--- src/rtl/pipe_seq_ctrl_pkg.sv ---
// Shared definitions for the pipeline run-control sequencer: state encoding,
// halt opcode default and exception code type.
package Defs;

    typedef enum logic [2:0] {
        IDLE,
        RUN,
        DRAIN,
        DONE,
        FAULT
    } RunState_t;

    localparam int INSTR_W_DEF = 9;
    localparam logic [INSTR_W_DEF-1:0] HALT_OP_DEF = 9'b111000000;

    localparam int EXC_W_DEF = 2;
    typedef logic [EXC_W_DEF-1:0] ExcCode_t;

endpackage

--- src/rtl/pipe_seq_ctrl_sat_counter.sv ---
// Up-counter that sticks at all-ones; synchronous clear wins over enable.
module sat_counter #(
    parameter int W = 16
) (
    input  logic         clk,
    input  logic         reset,
    input  logic         clr,
    input  logic         en,
    output logic [W-1:0] q
);

    logic [W-1:0] r_q;

    always_ff @(posedge clk or negedge reset) begin
        if (!reset) begin
            r_q <= '0;
        end else if (clr) begin
            r_q <= '0;
        end else if (en && (r_q != {W{1'b1}})) begin
            r_q <= r_q + 1'b1;
        end
    end

    assign q = r_q;

endmodule

--- src/rtl/pipe_seq_ctrl.sv ---
// Run-control sequencer: start/run/drain/done FSM, per-stage valid tracking,
// first EX exception capture and cycle / retired-instruction counters.
//
// state | meaning
// IDLE  | after reset, fetch disabled, waiting for start
// RUN   | fetching; valid bits shift with stall/flush rules
// DRAIN | halt seen in ID; no new fetches, pipeline empties out
// DONE  | pipeline empty after halt; done held until next start
// FAULT | EX exception captured; pipeline killed, done + exc_flag held
module pipe_seq_ctrl
    import Defs::*;
#(
    parameter int                 STAGES  = 5,
    parameter int                 INSTR_W = 9,
    parameter logic [INSTR_W-1:0] HALT_OP = INSTR_W'(HALT_OP_DEF),
    parameter int                 EXC_W   = 2,
    parameter int                 CNT_W   = 16
) (
    input  logic               clk,
    input  logic               reset,
    input  logic               start,
    input  logic [INSTR_W-1:0] id_instr,
    input  logic               stall,
    input  logic               flush,
    input  logic [EXC_W-1:0]   exc,
    output logic               fetch_en,
    output logic [STAGES-1:0]  stage_valid,
    output logic               busy,
    output logic               done,
    output logic               exc_flag,
    output logic [EXC_W-1:0]   exc_cause,
    output logic [CNT_W-1:0]   cycle_count,
    output logic [CNT_W-1:0]   retired_count
);

    localparam logic [STAGES-1:0] VALID_IF_ONLY = {{(STAGES-1){1'b0}}, 1'b1};

    RunState_t          r_state;
    RunState_t          w_state_next;
    logic [STAGES-1:0]  r_valid;
    logic [STAGES-1:0]  w_valid_next;
    logic               r_done;
    logic               r_exc_flag;
    logic [EXC_W-1:0]   r_exc_cause;
    logic               w_busy;
    logic               w_halt;
    logic               w_exc_hit;
    logic               w_enter_run;

    always_comb begin
        w_busy       = (r_state == RUN) || (r_state == DRAIN);
        w_exc_hit    = w_busy && (exc != '0) && r_valid[2];
        w_halt       = (r_state == RUN) && r_valid[1] && !stall && (id_instr == HALT_OP);
        w_enter_run  = start && !w_busy;
        w_state_next = r_state;
        unique case (r_state)
            IDLE, DONE, FAULT: begin
                if (start) w_state_next = RUN;
            end
            RUN: begin
                if (w_exc_hit)   w_state_next = FAULT;
                else if (w_halt) w_state_next = DRAIN;
            end
            DRAIN: begin
                if (w_exc_hit)           w_state_next = FAULT;
                else if (r_valid == '0)  w_state_next = DONE;
            end
            default: w_state_next = IDLE;
        endcase
    end

    // Stages 0..2 carry the stall/flush/halt special cases; the rest just shift.
    always_comb begin
        w_valid_next = r_valid;
        if (w_enter_run) begin
            w_valid_next = VALID_IF_ONLY;
        end else if (w_exc_hit) begin
            w_valid_next = '0;
        end else if (w_busy) begin
            for (int i = 3; i < STAGES; i++) begin
                w_valid_next[i] = r_valid[i-1];
            end
            if (r_state == DRAIN) begin
                w_valid_next[0] = 1'b0;
                w_valid_next[1] = 1'b0;
                w_valid_next[2] = r_valid[1];
            end else if (w_halt) begin
                w_valid_next[0] = 1'b0;
                w_valid_next[1] = 1'b0;
                w_valid_next[2] = 1'b1;
            end else if (stall) begin
                w_valid_next[1] = r_valid[1] & !flush;
                w_valid_next[2] = 1'b0;
            end else begin
                w_valid_next[0] = 1'b1;
                w_valid_next[1] = r_valid[0] & !flush;
                w_valid_next[2] = r_valid[1];
            end
        end
    end

    always_ff @(posedge clk or negedge reset) begin
        if (!reset) begin
            r_state     <= IDLE;
            r_valid     <= '0;
            r_done      <= 1'b0;
            r_exc_flag  <= 1'b0;
            r_exc_cause <= '0;
        end else begin
            r_state    <= w_state_next;
            r_valid    <= w_valid_next;
            r_done     <= (w_state_next == DONE) || (w_state_next == FAULT);
            r_exc_flag <= (w_state_next == FAULT);
            if (w_enter_run) begin
                r_exc_cause <= '0;
            end else if (w_exc_hit) begin
                r_exc_cause <= exc;
            end
        end
    end

    sat_counter #(.W(CNT_W)) u_cycle_cnt (
        .clk   (clk),
        .reset (reset),
        .clr   (w_enter_run),
        .en    (w_busy),
        .q     (cycle_count)
    );

    sat_counter #(.W(CNT_W)) u_retired_cnt (
        .clk   (clk),
        .reset (reset),
        .clr   (w_enter_run),
        .en    (w_busy && r_valid[STAGES-1]),
        .q     (retired_count)
    );

    assign fetch_en    = (r_state == RUN) && !stall;
    assign busy        = w_busy;
    assign done        = r_done;
    assign exc_flag    = r_exc_flag;
    assign exc_cause   = r_exc_cause;
    assign stage_valid = r_valid;

endmodule

--- config.mk ---
export PLATFORM = sky130hd
export DESIGN_NAME = pipe_seq_ctrl
export DESIGN_NICKNAME = d
export VERILOG_FILES = /design/src/rtl/pipe_seq_ctrl_pkg.sv /design/src/rtl/pipe_seq_ctrl_sat_counter.sv /design/src/rtl/pipe_seq_ctrl.sv
export SDC_FILE = /design/constraint.sdc
export NUM_CORES = 1
export LEC_CHECK = 0
export BUFFER_PORTS_ARGS = -buffer_cell sky130_fd_sc_hd__buf_2
export CORE_MARGIN = 2
export CORE_UTILIZATION = 40
export DETAILED_ROUTE_END_ITERATION = 12
export PLACE_DENSITY = 0.65
export SLEW_MARGIN = 25
export SYNTH_ARGS = -nofsm -noshare
export SYNTH_HDL_FRONTEND = slang
export SYNTH_SLANG_ARGS = --single-unit
--- constraint.sdc ---
create_clock -name clk -period 1.9 [get_ports clk]
set_input_delay 0.095 -clock clk [delete_from_list [all_inputs] [get_ports clk]]
set_output_delay 0.095 -clock clk [all_outputs]
set_load 0.05 [all_outputs]
# Word-level counts from Yosys, hierarchy flattened
# Cells that the tools add are included.
# totals
word_cells	65
register_bits	44
in_bits	16
out_inout_bits	43
# classes
n_bitwise	2
n_addsub	2
reduce_logical	24
eq_ne	10
mux	19
# ops
operator	n
16-bit two-way mux	4
16-bit by 1-bit adder with 16-bit output, second input constant	2
16-bit != test, second input constant	2
3-bit two-way mux	7
5-bit two-way mux	3
1-bit logical AND	10
3-bit by 2-bit equality test with 1-bit output, second input constant	3
9-bit equality test, second input constant	1
3-bit one-hot mux with 3 select lines	1
2-bit nonzero test	4
3-bit equality test, second input constant	2
2-bit two-way mux	3
5-bit logical NOT	1
5-bit by 1-bit != test with 1-bit output, second input constant	1
3-bit by 1-bit equality test with 1-bit output, second input constant	1
1-bit logical NOT	3
3-bit logical NOT	1
3-bit nonzero test	1
3-bit OR reduction	1
1-bit bitwise AND	2
1-bit logical OR	2
2-bit AND reduction	1
1-bit two-way mux	1

# Depth between registers and ports, before layout
# Gate-level depths: netlist of run 1.
# logic_depth
ltp_word	9
mapped_depth	8

# Modules after synthesis
# A second synthesis of run 1 with hierarchy kept.
# hier_totals
hier_cells	261
hier_area_um2	2598.7
# by_module_without_submodules
mod	area_per_inst_um2	seq_area_each_um2	cells_per_inst	n_inst
sat_counter	942.2	400.4	98	2
pipe_seq_ctrl	714.4	300.3	65	1

# Worst setup path after synthesis of run 1
# OpenSTA, ideal clock, no wires.
# synth_path
path_kind	register to register
startpoint	reg r_state[1]
endpoint	reg r_done (netlist: done)
path_slack_ns	-1.363
period_less_slack_ns	3.263
arrival_time_ns	3.145
path_stages_with_launch	7
required_ns	1.782
path_buffers	1
setup_ns	0.118
cell_sequence	dfrtp_1 buf_2 nor4b_1 and4b_1 nor4_1 a221o_1 a21o_1
# synth_between
elab_chain_len	9
# synth_rtl
item	line	rtl
start, declared	pipe_seq_ctrl.sv:38	RunState_t r_state;
start signal, assigned	pipe_seq_ctrl.sv:110	r_state <= w_state_next;
3-bit by 1-bit equality test with 1-bit output	pipe_seq_ctrl.sv:51, pipe_seq_ctrl.sv:53, pipe_seq_ctrl.sv:56	
1-bit logical AND (3 in series)	pipe_seq_ctrl.sv:53	w_halt = (r_state == RUN) && r_valid[1] && !stall && (id_instr == HALT_OP);
3-bit two-way mux	pipe_seq_ctrl.sv:62	else if (w_halt) w_state_next = DRAIN;
3-bit two-way mux	pipe_seq_ctrl.sv:61	if (w_exc_hit) w_state_next = FAULT;
3-bit one-hot mux with 3 select lines (*)	pipe_seq_ctrl.sv:56	unique case (r_state)
named net w_state_next[0]	pipe_seq_ctrl.sv:39	RunState_t w_state_next;
3-bit by 2-bit equality test with 1-bit output / 3-bit equality test (equally long branches)	pipe_seq_ctrl.sv:112	r_done <= (w_state_next == DONE) || (w_state_next == FAULT);
1-bit logical OR (*)	pipe_seq_ctrl.sv:112	
end signal, assigned	pipe_seq_ctrl.sv:112	
end, declared	pipe_seq_ctrl.sv:42	logic r_done;
# Mark *: on every way through the listed nets, which the timed path passes. The rest lies on a longest branch.
# A chain may end at the register's enable or synchronous reset.

# Worst setup path after layout of run 1
# layout_path
startpoint	reg r_state[1]
endpoint	reg u_cycle_cnt.r_q[12] (netlist: u_cycle_cnt.q[12])
# layout_between
elab_chain_len	5
# layout_rtl
item	line	rtl
3-bit by 1-bit equality test with 1-bit output / 3-bit by 2-bit equality test with 1-bit output (equally long branches)	pipe_seq_ctrl.sv:51	w_busy = (r_state == RUN) || (r_state == DRAIN);
1-bit logical OR (*)	pipe_seq_ctrl.sv:51	
1-bit logical NOT	pipe_seq_ctrl.sv:54	w_enter_run = start && !w_busy;
1-bit logical AND	pipe_seq_ctrl.sv:54	
16-bit two-way mux / 2-bit nonzero test (equally long branches)	-	
end signal, assigned	pipe_seq_ctrl_sat_counter.sv:20	r_q <= r_q + 1'b1;
end, declared	pipe_seq_ctrl_sat_counter.sv:12	logic [W-1:0] r_q;
# Mark *: on every way between the ends. The rest lies on a longest branch, timed or not.

==> run summary, run 1 <==
The final hold slack came out at 68.1 ps. The post-synthesis register bit count is 44. For this run, the slowest stage of the critical path takes 430 ps.

The routed length per instance came out at 15.2 um. The fraction of final layout cells with drive strength greater than 1 is 39.7%. The slowest stage of the critical path belongs to the cell sky130_fd_sc_hd__or4_1. The post-synthesis cell type count is roughly 50. The maximum number of pins on one net before global-route repair came out at 18. The flow ran to the end, and the final reports show no timing, DRC or antenna violations. Input and output buffers added on the ports amount to 58. The weighted congestion at the end of routability-driven global placement came out at 0.785. The final net count came out at approximately 340. The number of filler instances in the final layout came out at approximately 550. In the finished design, the share of the clock period the worst path needs comes to 94.7%. The clock sink count came out at 44.

The number of instances in the synthesized netlist is roughly 250. The required time of the worst setup path came out at 2130 ps. The post-route clock skew came out at 6.95 ps. The smallest clock period supported by the final layout is computed as 1800 ps. The die outline width is 80.7 um. In this run, synthesis inferred 0 flip-flops with an integrated enable.

The number of antenna cells inserted came out at 0. The worst hold path cell count is 3. Tracing the worst setup path back leads to its startpoint at r_state[1]$_DFF_PN0_. The aggregate global routing overflow came out at 0.

The number of detailed-routing iterations run before antenna repair is 4. The primary flip-flop cell chosen by synthesis mapping is sky130_fd_sc_hd__dfrtp_1. In this run the critical register-to-register path is launched from r_state[1]$_DFF_PN0_.

The worst slack at placement is about 130 ps. The least setup slack across all paths after layout is just over 100 ps. Traced cell by cell, the critical path runs through xnor2_2, buf_4, nor3_1, nand3_1, or4_1, nand2_1.

The highest net fanout along the worst path is 5. The count of endpoints failing hold in the final timing report was 0. TritonCTS built the clock tree. After legalization and detailed placement, the total HPWL measured 4.47 mm. The sequential share of the synthesized area is between 40 and 50%. The tree is rooted in a sky130_fd_sc_hd__clkbuf_8. The min-delay analysis places its worst path in the category in2reg. The power per unit of standard cell area came out at 1090 nW/um^2.

The vias per cell is 5.51. The number of nets produced by synthesis is 264. The power after layout is around 3.3 mW. The number of remaining DRC errors is 0. The register clock-pin slew on the reported worst setup and hold paths is 80 ps. Across the VDD grid, the largest voltage drop is 973 uV.

The H-tree depth reported by CTS came out at 2. Counting the buffers created by CTS gives 5. The worst hold path startpoint is exc[0]. STA classifies the critical path startpoint as a flop. Setup repair after global routing left no endpoint under its margin. Max-cap violations in this run came to 0. The upper clock frequency limit came out at 556 MHz. The first routing iteration left 97 violations. The post-synthesis async set-or-reset flop share is 100%. The final setup violation count came out at 0. The area of the core region came out at 5610 um^2. The headroom to the max-slew limit is between 60% and 70%. STA classifies the critical path endpoint as a flop. The remaining number of nets flagged by the antenna check after routing came out at 0. The average size of a mapped cell came out at 9.56 um^2. The die outline height came out at 80.7 um.

The logic depth of the worst register-to-register path came out at 6. The number of warning messages in the yosys log is 0. Compared with the post-synthesis result, the final layout area differs by 29.6%. The number of antenna violations at the first check in global routing came to 0. The final sum of negative setup slack came out at 0 ps. The leakage power figure is 1.38 nW.

The transition time at the pin with the least slew margin is 469 ps. The standard-cell row count is 27. The signal arrival time at the worst endpoint came out at roughly 2000 ps. The leading cell type in the layout, fill and taps excluded is sky130_fd_sc_hd__buf_2. The final-report max-slew violation count came out at 0.

Clock latency on the worst-skew pair, taken at its later pin, is 290 ps. The routed wire length came out at 6.04 mm. The cell area that synthesis handed to floorplanning was 2350 um^2. The number of global-route vias before repair is 2119. The die outline area is roughly 6500 um^2.

In the global route stage, overall resource usage came out at 20.0%. The worst setup path category is reg2reg. In the layout the commonest cells are sky130_fd_sc_hd__buf_2, sky130_fd_sc_hd__dfrtp_2, sky130_fd_sc_hd__buf_4.

The effective utilization at floorplan came out at 41.9%. For this design the top-level I/O count stands at 59. The final route contains around 2200 vias.

The global-route wire length before repair came out at 10.2 mm. The maximum count of clock buffers along a single path came out at 2.
==> flip-flops by register name (all words and copies together) (netlist names) <==
signal,count
r_state,3
exc_cause,2
done,1
u_cycle_cnt.q,16
exc_flag,1
stage_valid,5
u_retired_cnt.q,16
==> worst max-delay path, delay by kind of cell, from the launching register on <==
family	cells	cell delay (ps)
flip-flops	1	410
XOR/XNOR	1	180
AND/OR/NAND/NOR	4	980
buffers and inverters	1	170
==> final timing paths <==
path,end,slack (ps)
setup reg to reg,u_cycle_cnt.q[12]$_DFFE_PN0P_,100
max in group asynchronous,u_retired_cnt.q[7]$_DFFE_PN0P_,1040
setup / recovery,u_cycle_cnt.q[12]$_DFFE_PN0P_,100
hold reg to reg,u_cycle_cnt.q[8]$_DFFE_PN0P_,510
min in group asynchronous,u_cycle_cnt.q[5]$_DFFE_PN0P_,260
hold / removal,exc_cause[0]$_DFFE_PN0P_,70
==> metal layers <==
layer / global-route usage (%) / wire length [um] / up-vias
li1: - / - / 1076
met2: 32.0 / 2890 / 42
met1: 28.4 / 2890 / 1066
met4: 5.08 / 51 / 0
met5: 0 / 0 / -
met3: 3.03 / 205 / 5
==> timing repair <==
action | in CTS | in global routing
resized for setup | 0 | 3
setup buffers | 0 | 0
hold endpoints to repair | 15 | 0
setup endpoints to repair | 0 | 6
hold buffers | 1 | 0
==> power by group <==
group	switching, mW	internal, mW	total, mW
Clock	0.301	0.254	0.555
Combinational	1.04	0.444	1.48
Sequential	0.187	1.10	1.29
==> stage by stage <==
stage | util [%] | cell area [um^2] | std cells
global route | 54.3 | 3050 | 397
global placement | 52.6 | 2950 | 389
CTS | 54.2 | 3040 | 397
detailed placement | 52.6 | 2950 | 389
finish | 54.3 | 3050 | 397
floorplan | - | 2460 | 246
==> area by class of cell <==
class / instances / area (um^2) / share of cell area, %
tap: 72 / 90.1 / 2.96
sequential: 44 / 1130 / 37.2
multi-input combinational: 184 / 1240 / 40.8
timing repair buffer: 81 / 465 / 15.3
clock buffer: 7 / 76.3 / 2.51
inverter: 9 / 38.8 / 1.27
==> cells in the mapped netlist (4+ instances only) <==
master                     count  area share (%)
sky130_fd_sc_hd__a21oi_1      13             2.8
sky130_fd_sc_hd__dfrtp_1      44              47
sky130_fd_sc_hd__and3_1        4             1.1
sky130_fd_sc_hd__nand2_1      20             3.2
sky130_fd_sc_hd__o211ai_1      6             1.9
sky130_fd_sc_hd__clkbuf_1      8             1.3
sky130_fd_sc_hd__or3_1         6             1.6
sky130_fd_sc_hd__nor3_1        6             1.3
sky130_fd_sc_hd__nor2b_1       4             1.1
sky130_fd_sc_hd__nand4_1       8             2.1
sky130_fd_sc_hd__or4_1         4             1.3
sky130_fd_sc_hd__inv_1         7             1.1
sky130_fd_sc_hd__xor2_1        8             3.0
sky130_fd_sc_hd__o31ai_1       4             1.3
sky130_fd_sc_hd__nand3_1      15             3.2
sky130_fd_sc_hd__nor2_1       21             3.4
sky130_fd_sc_hd__o21ai_0      17             3.6
==> kinds of logic (layout without fill, tap and decap cells) <==
family	after synthesis	count (layout)	synth area share [%]
compound gates	60	60	17.6
flops	44	44	46.8
mux	2	2	0.852
simple gates	109	109	26.3
xor+xnor	11	11	4.42
buf+inv	18	97	2.93
fa+ha+maj	2	2	1.06
Note: power is estimated with default switching activity, not from simulation.
==> inputs of run 2 (changes only) <==
--- a/config.mk
+++ b/config.mk
@@ -5,11 +5,12 @@
 export SDC_FILE = /design/constraint.sdc
 export NUM_CORES = 1
 export LEC_CHECK = 0
+export ABC_AREA = 1
 export BUFFER_PORTS_ARGS = -buffer_cell sky130_fd_sc_hd__buf_2
 export CORE_MARGIN = 2
 export CORE_UTILIZATION = 40
 export DETAILED_ROUTE_END_ITERATION = 12
-export PLACE_DENSITY = 0.65
+export PLACE_DENSITY = 0.64
 export SLEW_MARGIN = 25
 export SYNTH_ARGS = -nofsm -noshare
 export SYNTH_HDL_FRONTEND = slang
==> constraint.sdc (replaced) <==
create_clock -name clk -period 1.5 [get_ports clk]
set_input_delay 0.075 -clock clk [delete_from_list [all_inputs] [get_ports clk]]
set_output_delay 0.075 -clock clk [all_outputs]
set_load 0.05 [all_outputs]
==> run 2 against run 1 <==
  * The flow now finishes with violations (setup timing)
  * Routed wire length rose by 22%
  * Count of clock-buffer cells in the layout up 1
  * Worst setup slack got worse by 120 ps
  * Flip-flop and latch count unchanged
  * Clock skew rose by 3.5 ps
  * First-iteration DRC count grew 26%
  * Sequential share of layout area fell by 7.1 points
  * Clock power up 49%
  * Design area increased by 24%
  * Utilization grew 1.7 points
  * Sequential power is 8% higher
==> run summary, run 2 <==
The number of detailed-routing iterations run before antenna repair came out at 4 (unchanged). Setup repair after global routing could not meet its margin everywhere. The number of nets produced by synthesis came out at 389 (+47%). The final standard cell count with taps included and fillers excluded came out at 556 (+40%).

The fraction of the cycle the final worst path needs is 101% (+6.4 points). The headroom to the max-slew limit is 74.5% (+6.1 points). The upper clock frequency limit was 660 MHz (+19%).

The logic depth of the worst register-to-register path is 9 (+3). The aggregate global routing overflow came out at 0 (unchanged). The post-synthesis cell type count came out at 31 (-39%). The number of filler instances in the final layout came out at 652 (+18%).

The post-synthesis register bit count came out at 44 (unchanged). The number of antenna violations at the first check in global routing came out at 0 (unchanged). The routed wire length came to 7.34 mm (+22%). The largest total area in the synthesized netlist belongs to sky130_fd_sc_hd__dfrtp_1.

The quantity of I/O buffers inserted on ports came to 58 (unchanged). The die outline height came to 86.9 um (+7.8%). The post-synthesis instance area came out at 2750 um^2 (+17%). The via count is 2797 (+28%).

The worst slack at placement was 3.92 ps (-122 ps). The dominant cell type by count on the critical path is sky130_fd_sc_hd__nor2_4. The count of endpoints failing hold in the final timing report is 0 (unchanged). The post-route minimum period is 1520 ps (-283 ps). The leakage power figure came out at 1.94 nW (+41%).

Among all stages on the critical path, the largest delay is contributed by sky130_fd_sc_hd__dfrtp_2. The critical path in this run is classified as reg2reg. The transition time at the pin with the least slew margin came to 381 ps (-87.9 ps). The net switching component of the power came to 1.79 mW (+17%).

The fraction of final layout cells with drive strength greater than 1 is 38.2% (-1.5 points). In the layout the commonest cells are sky130_fd_sc_hd__nand2_1, sky130_fd_sc_hd__buf_2, sky130_fd_sc_hd__nand3_1. The overall track demand over capacity in global routing was 19.3% (-0.72 points). Counting instances in the post-synthesis netlist gives the leading cell types as sky130_fd_sc_hd__nand2_1, sky130_fd_sc_hd__nand3_1, sky130_fd_sc_hd__dfrtp_1. Walking the worst path, the cells encountered are ha_4, inv_2, nor2_4, nand2_4, nor2_4, nor2_4, clkbuf_16, nor2_2, a21oi_1. The area of the core region is 6720 um^2 (+20%).

The primary flip-flop cell chosen by synthesis mapping is sky130_fd_sc_hd__dfrtp_1. The root buffer selected by CTS is sky130_fd_sc_hd__clkbuf_8. The number of instances in the synthesized netlist was 371 (+51%). The max capacitance violation total came out at 0 (unchanged). The top-level I/O count is 59 (unchanged). The worst hold path cell count is 3 (unchanged). TritonCTS built the clock tree. The power share of the sequential group is 33.4% (-5.3 points). The number of buffers added by the clock tree synthesis step is 5 (unchanged).

The initial detailed-routing violation count is 122 (+26%). The final sum of negative setup slack is -45.7 ps (-45.7 ps). The worst voltage drop across the vdd grid came out at 882 uV (-9.4%).

The post-route clock skew is 10.5 ps (+3.55 ps). The dominant delay contributor by cell family on the critical path is simple AND/OR/NAND/NOR gates. The maximum count of clock buffers along a single path is 2 (unchanged). The leading cell type in the layout, fill and taps excluded is sky130_fd_sc_hd__nand2_1. The portion of synthesized cell area occupied by the leading cell type is 40.0% (-6.8 points). The area taken by multi-input logic gates is 1570 um^2 (+26%).

The most frequently used cell type in the post-synthesis netlist is sky130_fd_sc_hd__nand2_1. In this run the worst hold path is classified as in2reg. The placed wire-length estimate is 5.30 mm (+18%). The number of synthesized flops with an enable pin came out at 0 (unchanged). The run finished, with violations left. The clock sink count is 44 (unchanged). The final-report max-slew violation count is 0 (unchanged). The routed length per instance is 13.2 um (-13%).

The final net count is 493 (+44%). The average size of a mapped cell is 7.42 um^2 (-22%). The worst setup path is launched from a flop. The final hold slack is 11.3 ps (-56.7 ps). The remaining number of nets flagged by the antenna check after routing came out at 0 (unchanged). The least setup slack across all paths after layout is -15.7 ps (-117 ps).

The number of antenna cells inserted is 0 (unchanged). The H-tree depth reported by CTS is 2 (unchanged). The number of placed instances with taps included came out at 537 (+38%). The global-route wire length before repair is 11.7 mm (+15%). Sorting the synthesized cells by area gives the leading types as sky130_fd_sc_hd__dfrtp_1, sky130_fd_sc_hd__nand2_1, sky130_fd_sc_hd__nand3_1, sky130_fd_sc_hd__nor2_1, sky130_fd_sc_hd__nand4_1. The maximum number of pins on one net before global-route repair is 21 (+3). The register clock-pin slew on the reported worst setup and hold paths came to 80 ps (about the same). The area growth from synthesis to layout is 36.9%. The checks that failed: setup timing. The number of remaining DRC errors came out at 0 (unchanged).

The die outline area came out at 7560 um^2 (+16%). The highest net fanout along the worst path came out at 8 (+3). The standard-cell row count was 30 (+11%). The biggest cell delay along the critical path is 430 ps (about the same).

The power after layout came to 4.18 mW (+26%). The sequential share of the synthesized area is 40.0% (-6.8 points). The share of power burned in the clock network came out at 19.8% (+3.1 points).

The total stage count of the critical path is 9 (+3). The vias per cell is 5.03 (-8.8%). The sequential cell area is 1140 um^2 (+0.22%). The power share of the combinational group is 46.8% (+2.2 points). The signal arrival time at the worst endpoint came out at 1740 ps (-290 ps). The effective utilization at floorplan is 40.9% (-0.97 points). The weighted congestion at the end of routability-driven global placement is 0.887 (+13%).

The final setup violation count came out at 4 (+4). The internal portion of total power is 2.39 mW (+33%). The power per unit of standard cell area came out at 1110 nW/um^2 (+1.6%). The die outline width is 86.9 um (+7.8%). The post-synthesis async set-or-reset flop share is 100% (unchanged).

The number of warning messages in the yosys log came out at 0 (unchanged). The number of buffer and inverter instances along the worst setup path came out at 2 (+1). The net switching fraction of the power came out at 42.9% (-3.0 points). The clock latency on the worst-skew pair was 300 ps (about the same). The number of global-route vias before repair came out at 2594 (+22%).

The required time of the worst setup path is 1730 ps (-400 ps). STA classifies the critical path endpoint as a flop.
[run 2: cell types whose count changed after synthesis, moves of 11 or more]
cell / change
sky130_fd_sc_hd__nand4_1: +12
sky130_fd_sc_hd__o21ai_0: -14
sky130_fd_sc_hd__inv_1: +19
sky130_fd_sc_hd__nand2_1: +98
sky130_fd_sc_hd__a21oi_1: -11
sky130_fd_sc_hd__nor2_1: +19
sky130_fd_sc_hd__nand3_1: +30
[run 2: power groups by stage]
stage | clock network (mW) | logic, mW | registers [mW]
floorplan | 0 | 0.971 | 1.68
global placement | 0 | 1.63 | 1.41
detailed placement | 0 | 1.64 | 1.41
CTS | 0.851 | 1.65 | 1.39
global route | 0.894 | 2.11 | 1.41
finish | 0.827 | 1.96 | 1.39
[run 2: repair_timing]
action | CTS | global route
setup buffers | 0 | 7
endpoints found under the setup margin | 5 | 35
cloned | 0 | 3
hold buffers | 1 | 0
resized for setup | 1 | 20
endpoints found under the hold margin | 30 | 0
pin swaps | 1 | 8
[run 2: cells by family after synthesis]
family          Yosys count  share of synthesized area (%)
xor+xnor                 13                           4.14
buf+inv                  40                           6.91
flops                    44                           40.0
fa+ha+maj                 2                          0.909
compound gates           21                           4.78
simple gates            251                           43.2
[run 2: through the flow]
step	instance area, um^2	utilization, %
floorplan	2840	-
global placement	3470	51.6
detailed placement	3470	51.6
CTS	3580	53.3
global route	3770	56.1
finish	3770	56.1
[run 2: metal layers]
layer / track usage, % / vias up / routed length [um]
met4: 6.25 / 0 / 96
met5: 0 / - / 0
li1: - / 1412 / -
met1: 24.4 / 1323 / 3240
met2: 33.3 / 54 / 3760
met3: 3.60 / 8 / 242
[run 2: path summary, 6_finish.rpt]
| kind | from | end | slack (ps) |
|---|---|---|---|
| max in group asynchronous | reset | u_retired_cnt.q[4]$_DFFE_PN0P_ | 790 |
| min in group asynchronous | reset | u_retired_cnt.q[13]$_DFFE_PN0P_ | 180 |
| worst min register to register | exc_cause[1]$_DFFE_PN0P_ | exc_cause[1]$_DFFE_PN0P_ | 510 |
| worst max-delay path | u_cycle_cnt.q[0]$_DFFE_PN0P_ | u_cycle_cnt.q[0]$_DFFE_PN0P_ | -20 |
| worst min-delay path | exc[1] | exc_cause[1]$_DFFE_PN0P_ | 10 |
| worst max register to register | u_cycle_cnt.q[0]$_DFFE_PN0P_ | u_cycle_cnt.q[0]$_DFFE_PN0P_ | -20 |
[run 2: area by class of cell]
| cell class | count | share of cell area, % |
|---|---|---|
| well taps | 80 | 2.66 |
| clock buffers | 8 | 2.66 |
| flip-flops and latches | 44 | 30.2 |
| multi-input cells | 288 | 41.7 |
| repair buffers | 104 | 19.6 |
| inverters | 32 | 3.25 |
[run 2: worst min-delay path: stages]
cell	delay [ps]
sky130_fd_sc_hd__buf_2	90
sky130_fd_sc_hd__nand2_1	50
sky130_fd_sc_hd__nand2_1	60
